[src/rtl/ssd_pkg.sv]
// ssd_pkg: shared constants, types and helpers for the seven-segment scanner
//   SSD_CTL_OFF  all-ones digit-enable pattern (all digits dark), up to 8 digits
//   ssd_code_t   digit code type for the default 4-bit code width
//   onehot_low   active-low one-hot enable for digit idx of n (digit 0 = MSB)
//   clog2        ceiling log2, minimum 1 so counters are never zero-width
package ssd_pkg;
  localparam int SSD_MAX_DIGITS = 8;
  localparam int SSD_DATA_W = 4;
  localparam logic [SSD_MAX_DIGITS-1:0] SSD_CTL_OFF = '1;
  typedef logic [SSD_DATA_W-1:0] ssd_code_t;
  function automatic logic [SSD_MAX_DIGITS-1:0] onehot_low(input int idx, input int n);
    return ~(SSD_MAX_DIGITS'(1) << (n - 1 - idx));
  endfunction
  function automatic int clog2(input int v);
    int r;
    r = 1;
    for (int i = 1; i < 31; i++) if ((1 << i) < v) r = i + 1;
    return r;
  endfunction
endpackage

[src/rtl/ssd_refresh_div.sv]
// ssd_refresh_div: free-running refresh divider that counts 0..DIV-1 while enabled
//   clk     system clock
//   rst_n   asynchronous active-low reset
//   en_i    count enable; counter holds while low
//   wrap_o  one-cycle strobe on the enabled cycle where the counter wraps
module ssd_refresh_div
  import ssd_pkg::*;
#(
  parameter int DIV = 100000
) (
  input  logic clk,
  input  logic rst_n,
  input  logic en_i,
  output logic wrap_o
);
  localparam int CW = clog2(DIV);
  logic [CW-1:0] cnt_q, cnt_d;
  assign wrap_o = en_i && cnt_q == CW'(DIV - 1);
  always_comb cnt_d = wrap_o ? '0 : en_i ? cnt_q + CW'(1) : cnt_q;
  always_ff @(posedge clk or negedge rst_n)
    if (!rst_n) cnt_q <= '0;
    else cnt_q <= cnt_d;
endmodule

[src/rtl/ssd_scanner.sv]
// ssd_scanner: multiplexed seven-segment scan controller with frame-coherent snapshots
//   clk         system clock
//   rst_n       asynchronous active-low reset
//   en          scan enable; low = display dark, timing frozen
//   digits_in   digit k in bits [k*DATA_W +: DATA_W]; digit 0 is leftmost
//   blank       bit k high = digit k dark for the frame
//   ssd         code of the currently active digit
//   ssd_ctl     active-low digit enables; digit k on bit DIGITS-1-k
//   frame_tick  one-cycle pulse after each snapshot
// Optional build macro SSD_SCANNER_LEADING_ZERO_BLANK_EN: auto-blank leading zero digits
// (the last digit is always shown).
module ssd_scanner
  import ssd_pkg::*;
#(
  parameter int DIGITS      = 4,
  parameter int DATA_W      = 4,
  parameter int REFRESH_DIV = 100000
) (
  input  logic                     clk,
  input  logic                     rst_n,
  input  logic                     en,
  input  logic [DIGITS*DATA_W-1:0] digits_in,
  input  logic [DIGITS-1:0]        blank,
  output logic [DATA_W-1:0]        ssd,
  output logic [DIGITS-1:0]        ssd_ctl,
  output logic                     frame_tick
);
  localparam int IW = clog2(DIGITS);
  logic [IW-1:0] idx_q, idx_d;
  logic [DIGITS*DATA_W-1:0] snap_q, snap_d;
  logic [DIGITS-1:0] bsnap_q, bsnap_d, ctl_q, ctl_d, lz;
  logic [DATA_W-1:0] ssd_q, ssd_d;
  logic primed_q, primed_d, tick_q, tick_d, wrap, last, load;

  ssd_refresh_div #(.DIV(REFRESH_DIV)) u_div (
    .clk   (clk),
    .rst_n (rst_n),
    .en_i  (en),
    .wrap_o(wrap)
  );

`ifdef SSD_SCANNER_LEADING_ZERO_BLANK_EN
  logic run;
  // run stays high only while every digit so far is zero; last digit excluded
  always_comb begin
    lz = '0;
    run = 1'b1;
    for (int k = 0; k < DIGITS - 1; k++) begin
      run = run && digits_in[k*DATA_W +: DATA_W] == '0;
      lz[k] = run;
    end
  end
`else
  assign lz = '0;
`endif

  always_comb begin
    last = idx_q == IW'(DIGITS - 1);
    // the first enabled cycle after reset primes the snapshot immediately
    load = en && (!primed_q || (wrap && last));
    idx_d = wrap ? (last ? '0 : idx_q + IW'(1)) : idx_q;
    snap_d = load ? digits_in : snap_q;
    bsnap_d = load ? blank | lz : bsnap_q;
    primed_d = primed_q || load;
    tick_d = load;
    ssd_d = en ? snap_q[int'(idx_q)*DATA_W +: DATA_W] : ssd_q;
    ctl_d = en && !bsnap_q[idx_q] ? DIGITS'(onehot_low(int'(idx_q), DIGITS)) : DIGITS'(SSD_CTL_OFF);
  end

  always_ff @(posedge clk or negedge rst_n)
    if (!rst_n) begin
      idx_q <= '0;
      snap_q <= '0;
      bsnap_q <= '1;
      primed_q <= 1'b0;
      tick_q <= 1'b0;
      ssd_q <= '0;
      ctl_q <= '1;
    end else begin
      idx_q <= idx_d;
      snap_q <= snap_d;
      bsnap_q <= bsnap_d;
      primed_q <= primed_d;
      tick_q <= tick_d;
      ssd_q <= ssd_d;
      ctl_q <= ctl_d;
    end

  assign ssd = ssd_q;
  assign ssd_ctl = ctl_q;
  assign frame_tick = tick_q;
endmodule
[config.mk]
export PLATFORM = sky130hd
export DESIGN_NAME = ssd_scanner
export DESIGN_NICKNAME = d
export VERILOG_FILES = /design/src/rtl/ssd_pkg.sv /design/src/rtl/ssd_refresh_div.sv /design/src/rtl/ssd_scanner.sv
export SDC_FILE = /design/constraint.sdc
export NUM_CORES = 1
export LEC_CHECK = 0
export ABC_AREA = 0
export CORE_MARGIN = 5
export CORE_UTILIZATION = 33
export DETAILED_ROUTE_END_ITERATION = 12
export GPL_ROUTABILITY_DRIVEN = 0
export SYNTH_ARGS = -nofsm -noshare
export SYNTH_HDL_FRONTEND = slang
export SYNTH_SLANG_ARGS = --single-unit
[constraint.sdc]
create_clock -name clk -period 2 [get_ports clk]
set_input_delay 0.2 -clock clk [delete_from_list [all_inputs] [get_ports clk]]
set_output_delay 0.2 -clock clk [all_outputs]
set_load 0.02 [all_outputs]
# Word level (Yosys, flattened, before mapping)
# Index checks and enable logic that the tools add are counted.
dict set report word_totals {
  regBits 49
  in_bits 23
}
dict set report classes {
  add_sub_neg 3
  n_lt_le_gt_ge 1
  eq_ne 2
  n_shift 2
  mux 6
  n_bitwise 1
  n_reduce_logical 9
}
# op count
set op_table {}
lappend op_table {{17-bit two-way mux} 2}
lappend op_table {{1-bit by 32-bit left shift with 4-bit output, first input constant} 1}
lappend op_table {{17-bit by 1-bit adder with 17-bit output, second input constant} 1}
lappend op_table {{17-bit == test, second input constant} 1}
lappend op_table {{16-bit by 5-bit variable part select with 4-bit output} 1}
lappend op_table {{1-bit logical AND} 4}
lappend op_table {{4-bit two-way mux} 1}
lappend op_table {{4-bit inverter} 1}
lappend op_table {{2-bit by 3-bit < comparator with 1-bit output, second input constant} 1}
lappend op_table {{2-bit by 2-bit subtractor with 3-bit output, first input constant} 1}
lappend op_table {{2-bit by 1-bit adder with 2-bit output, second input constant} 1}
lappend op_table {{1-bit binary-select mux with 2-bit select} 1}
lappend op_table {{2-bit == test, second input constant} 1}
lappend op_table {{1-bit zero test} 2}
lappend op_table {{1-bit logical OR} 2}
lappend op_table {{2-bit two-way mux} 1}
lappend op_table {{2-bit nonzero test} 1}
lappend op_table {{1-bit two-way mux} 1}

# Longest topological paths before layout
dict set report depth {
  depth_word 6
  ltp_mapped 6
}

# By module
# From an unflattened synthesis, not the netlist that was laid out.
dict set report hier_totals {
  cells_unflattened 177
  hier_area_um2 2280.9
}
# mod instances cells_each area_per_inst_um2
set modules_own_cells {}
lappend modules_own_cells {ssd_scanner 1 98 1448.9}
lappend modules_own_cells {ssd_refresh_div 1 79 832.0}

# Worst setup path after synthesis
# Ideal clock, no wire load.
dict set report synth_path {
  kind {register -> register}
  start {reg u_div.cnt_q[0]}
  end {reg snap_q[0]}
  setup_time_ps 125
  arrival_ps 1988
  required_time_ps 1875
  path_slack_ps -113
  stages_incl_launch_ff 7
  path_buffers 1
  path_cell_list {dfrtp_1 -> ha_1 -> nand3_1 -> or4_4 -> o32a_4 -> buf_6 -> mux2_4}
}
dict set report synth_between {
  elab_chain_cells 5
}
# item line
set synth_rtl {}
lappend synth_rtl {{from (decl)} ssd_refresh_div.sv:17} ;# logic [CW-1:0] cnt_q, cnt_d;
lappend synth_rtl {{from (signal assigned)} ssd_refresh_div.sv:22} ;# else cnt_q <= cnt_d;
lappend synth_rtl {{17-bit == test} ssd_refresh_div.sv:18} ;# assign wrap_o = en_i && cnt_q == CW'(DIV - 1);
lappend synth_rtl {{1-bit logical AND} ssd_refresh_div.sv:18}
lappend synth_rtl {{1-bit logical AND} ssd_scanner.sv:60} ;# load = en && (!primed_q || (wrap && last));
lappend synth_rtl {{1-bit logical OR} ssd_scanner.sv:60}
lappend synth_rtl {{1-bit logical AND} ssd_scanner.sv:60}
lappend synth_rtl {{to (signal assigned)} ssd_scanner.sv:81} ;# snap_q <= snap_d;
lappend synth_rtl {{to (decl)} ssd_scanner.sv:30} ;# logic [DIGITS*DATA_W-1:0] snap_q, snap_d;
# Every way passes these cells.
# A chain may end at the register's enable or synchronous reset.

# Worst setup path after layout
dict set report layout_path {
  start {reg u_div.cnt_q[1]}
  end {reg snap_q[0]}
}
# The elaborated chain is that of the path after synthesis.

==> impl.org <==
** Finish
- Compared with the post-synthesis result, the final layout area differs by 32.0%.
- Of the cells placed in the final design, the portion with a size suffix greater than 1 is 0.357.
- The library cells used most frequently in the layout, excluding fill and tap cells, are sky130_fd_sc_hd__dfrtp_1, sky130_fd_sc_hd__clkdlybuf4s50_1, sky130_fd_sc_hd__buf_4, sky130_fd_sc_hd__mux2_4, sky130_fd_sc_hd__nand2_1.
- Counting the fill cells in the layout gives 612.
- Sequential cell area :: 1240 sq um
- The final layout contains 251 nets.
- The library cell used most frequently in the layout, excluding fill and tap cells, is sky130_fd_sc_hd__dfrtp_1.
- 0 antenna diodes ended up in the layout.
- For this run, the number of standard cells in the final layout without fillers is 304.
- The multi-input combinational cells in the finished layout cover a total of 1010 sq um.

** STA
- The max-slew violation total from the final report came to 0.
- For the pin with the worst max-slew slack, the measured transition is 0.512 ns.
- Slew HR :: 0.659
- Final Cycle Share :: 0.985
- Minimum period implied by the final worst setup slack :: 1.97 ns
- Setup Skew :: 0.00854 ns
- Final number of setup-violating endpoints :: 0
- Derived from the worst setup path, the maximum achievable clock frequency is 508 MHz.
- Setup slack on the critical path of the routed design comes to 0.0299 ns.
- WHS :: 0.409 ns
- Final number of hold-violating endpoints :: 0
- Setup repair after global routing missed its margin :: yes

** Drt
- Antenna Violating Nets Remaining :: 0
- Drt initial violations :: 61
- The first TritonRoute pass finished after 4 iterations.
- Across all layers, the routed design uses 1423 vias.
- After detailed routing, the number of vias per cell comes to 4.68.
- Wires add up to 4400 microns.
- Wire length per cell :: 14.5 microns
- After detailed routing, the number of remaining DRC violations is 0.

** Global routing
- Final global-route overflow total :: 0
- Number of global-route vias before repair :: 1530
- Most used routing layer in global routing :: met2
- The first global-routing pass estimated 7720 microns of wire.
- For this run, global-route usage on met1 was measured as 0.169.
- Antenna violations before repair :: 0
- Total global routing track utilization :: 0.116
- Maximum number of pins on one net before global-route repair :: 29
- For met3 alone, demand over resource in global routing was 0.0211.
- For this run, global-route usage on met2 was measured as 0.173.

** Clock network
- The clock reaches the later pin of the worst-skew pair after 0.30 ns.
- Clock tree from TritonCTS :: built
- Counting the buffers created by CTS gives 5.
- The clock tree synthesis step divided the H-tree into 2 levels.
- The clock passes through at most 2 buffers.
- CTS clock-pin slew for the worst setup and hold paths :: 0.09 ns
- The root buffer cell chosen for the clock tree is sky130_fd_sc_hd__clkbuf_8.
- The clock net in this run drives a total of 49 sinks.

** Synth
- Counting every net in the synthesized netlist gives 190.
- Summing every instance area after synthesis gives 2250 sq um.
- Synthesis produced 162 cells.
- The number of different library cells used by synthesis comes to 31.
- Of the synthesized area, sequential elements account for 0.550.
- The synthesized design contains 0 enable-type register cells.
- Synthesis inferred 49 register bits.
- After synthesis, the share of flip-flops with an asynchronous set or reset is 1.00.
- After synthesis, the mean cell area works out to 13.9 sq um.
- The most used flip-flop cell after synthesis is sky130_fd_sc_hd__dfrtp_1.
- Warnings, synthesis :: 0

** Power
- Internal power :: 1670 uW
- In this run the static leakage power is 0.00134 uW.
- Of the total power, combinational logic draws 0.201.
- For this design the total switching power over the nets is 584 uW.
- Power spread over the standard cell area amounts to 759 nW/um^2.
- IR drop worst, VDD :: 0.247 mV
- The share of total power dissipated in sequential elements is 0.529.
- Of the total power, the share spent switching nets is 0.259.
- Power share of the clock group :: 0.271

** Critical path
- In this run the worst path has a maximum fanout of 10.
- STA classifies the critical path endpoint as a flip-flop.
- Counting cells, the worst reg-to-reg path comes to 5.
- Data on the critical path arrives at its endpoint at 2.16 ns.
- The setup path with the least slack is of type flip-flop to flip-flop.
- The worst setup path is launched from a flip-flop.
- Required time worst endpoint :: 2.19 ns

** Floorplan
- For this configuration, the core starts out at a cell density of 0.334.
- Chip Width :: 92.5 microns
- # IOs :: 32
- Core ar. :: 6720 sq um
- Chip height :: 92.5 microns
- The die covers 8560 sq um.
- Row generation in the floorplan step produced 30 rows.

** Place
- # port buffers :: 31
- Number of placed instances with taps included :: 289
- At the placement stage, the worst setup path has a slack of -0.198 ns.
- Post-detail-place hpwl :: 2930 microns

** Job
- The tool flagged a number of max-cap violations equal to 0.

** Min path
- The worst hold path belongs to the class primary input to async pin.

** Outcome
- Result of the run :: finished clean
-- final timing paths --
kind | startpoint | to | slack (ns)
min | rst_n | frame_tick | 0.41
max reg2reg | u_div.cnt_q[1] | snap_q[0] | 0.03
max | u_div.cnt_q[1] | snap_q[0] | 0.03
max in group asynchronous | rst_n | bsnap_q[2] | 1.01
min in group clk | u_div.cnt_q[14] | u_div.cnt_q[14] | 0.50
min reg2reg | u_div.cnt_q[14] | u_div.cnt_q[14] | 0.50
-- state kept, by name (all words and copies together) (netlist names) --
signal       flops
u_div.cnt_q     17
snap_q          16
bsnap_q          4
ssd              4
ssd_ctl          4
idx_q            2
frame_tick       1
primed_q         1
-- Yosys cell counts (all sizes together) (5+ instances only) --
master  count  area [sq um]
nand3       5          30.0
nor3        6          30.0
mux2       25           353
nand2      15          56.3
mux4        5           113
ha          5          62.6
nor4        5          31.3
dfstp       8           210
inv         5          18.8
dfrtp      41          1030
xnor2      10          87.6
nor2        9          36.3
-- power by group through the flow --
stage               logic, uW  clock network [uW]  registers (uW)
CTS                       450                 628            1190
detailed placement        425                   0            1210
global placement          421                   0            1210
global route              496                 676            1210
floorplan                 196                   0            1220
finish                    452                 609            1190
-- logic make-up after synthesis --
logic type	count (synthesis)	synth area share
flip-flops	49	0.550
AND/OR/NAND/NOR	49	0.110
buffers and inverters	9	0.0251
multiplexers	31	0.212
AO/OA/AOI/OAI	6	0.0245
XOR/XNOR	13	0.0507
adder cells (fa/ha/maj)	5	0.0278
-- per-stage QoR --
stage                util  power [uW]  TNS, ns  instance area [sq um]
global placement    0.414        1630    -3.34                   2780
CTS                 0.438        2270   -0.255                   2940
floorplan               -        1420        0                   2250
global route        0.442        2380   -0.537                   2970
finish              0.442        2250        0                   2970
detailed placement  0.414        1630    -3.65                   2780
-- worst max-delay path, stage by stage, from the launching register on --
cell                      delay (ns)
sky130_fd_sc_hd__dfrtp_1        0.36
sky130_fd_sc_hd__ha_2           0.19
sky130_fd_sc_hd__nand3_2        0.09
sky130_fd_sc_hd__or4_4          0.48
sky130_fd_sc_hd__o32a_4         0.43
sky130_fd_sc_hd__mux2_4         0.32
-- timing repair --
action / in CTS / in global routing
setup endpoints to repair: 16 / 17
pin swaps: 2 / 2
gates resized for setup: 2 / 1
gates cloned: 2 / 0
hold buffers: 1 / 0
setup buffers: 2 / 2
endpoints found under the hold margin: 15 / 0
-- layout make-up --
cell class,count,share of cell area
Inverter,5,0.00633
Clock buffer,6,0.0278
Tap cell,80,0.0337
Clock inverter,2,0.00464
Timing Repair Buffer,56,0.171
Sequential cell,49,0.417
Multi-Input combinational cell,106,0.340
-- per-layer routing --
metal | part of all wire | vias to the layer above | routed length, microns
li1 | - | 700 | -
met1 | 0.50 | 689 | 2190
met2 | 0.45 | 28 | 1970
met3 | 0.044 | 6 | 192
met4 | 0.012 | 0 | 52
met5 | 0 | - | 0
No activity file was read; power rests on OpenSTA's default activity.
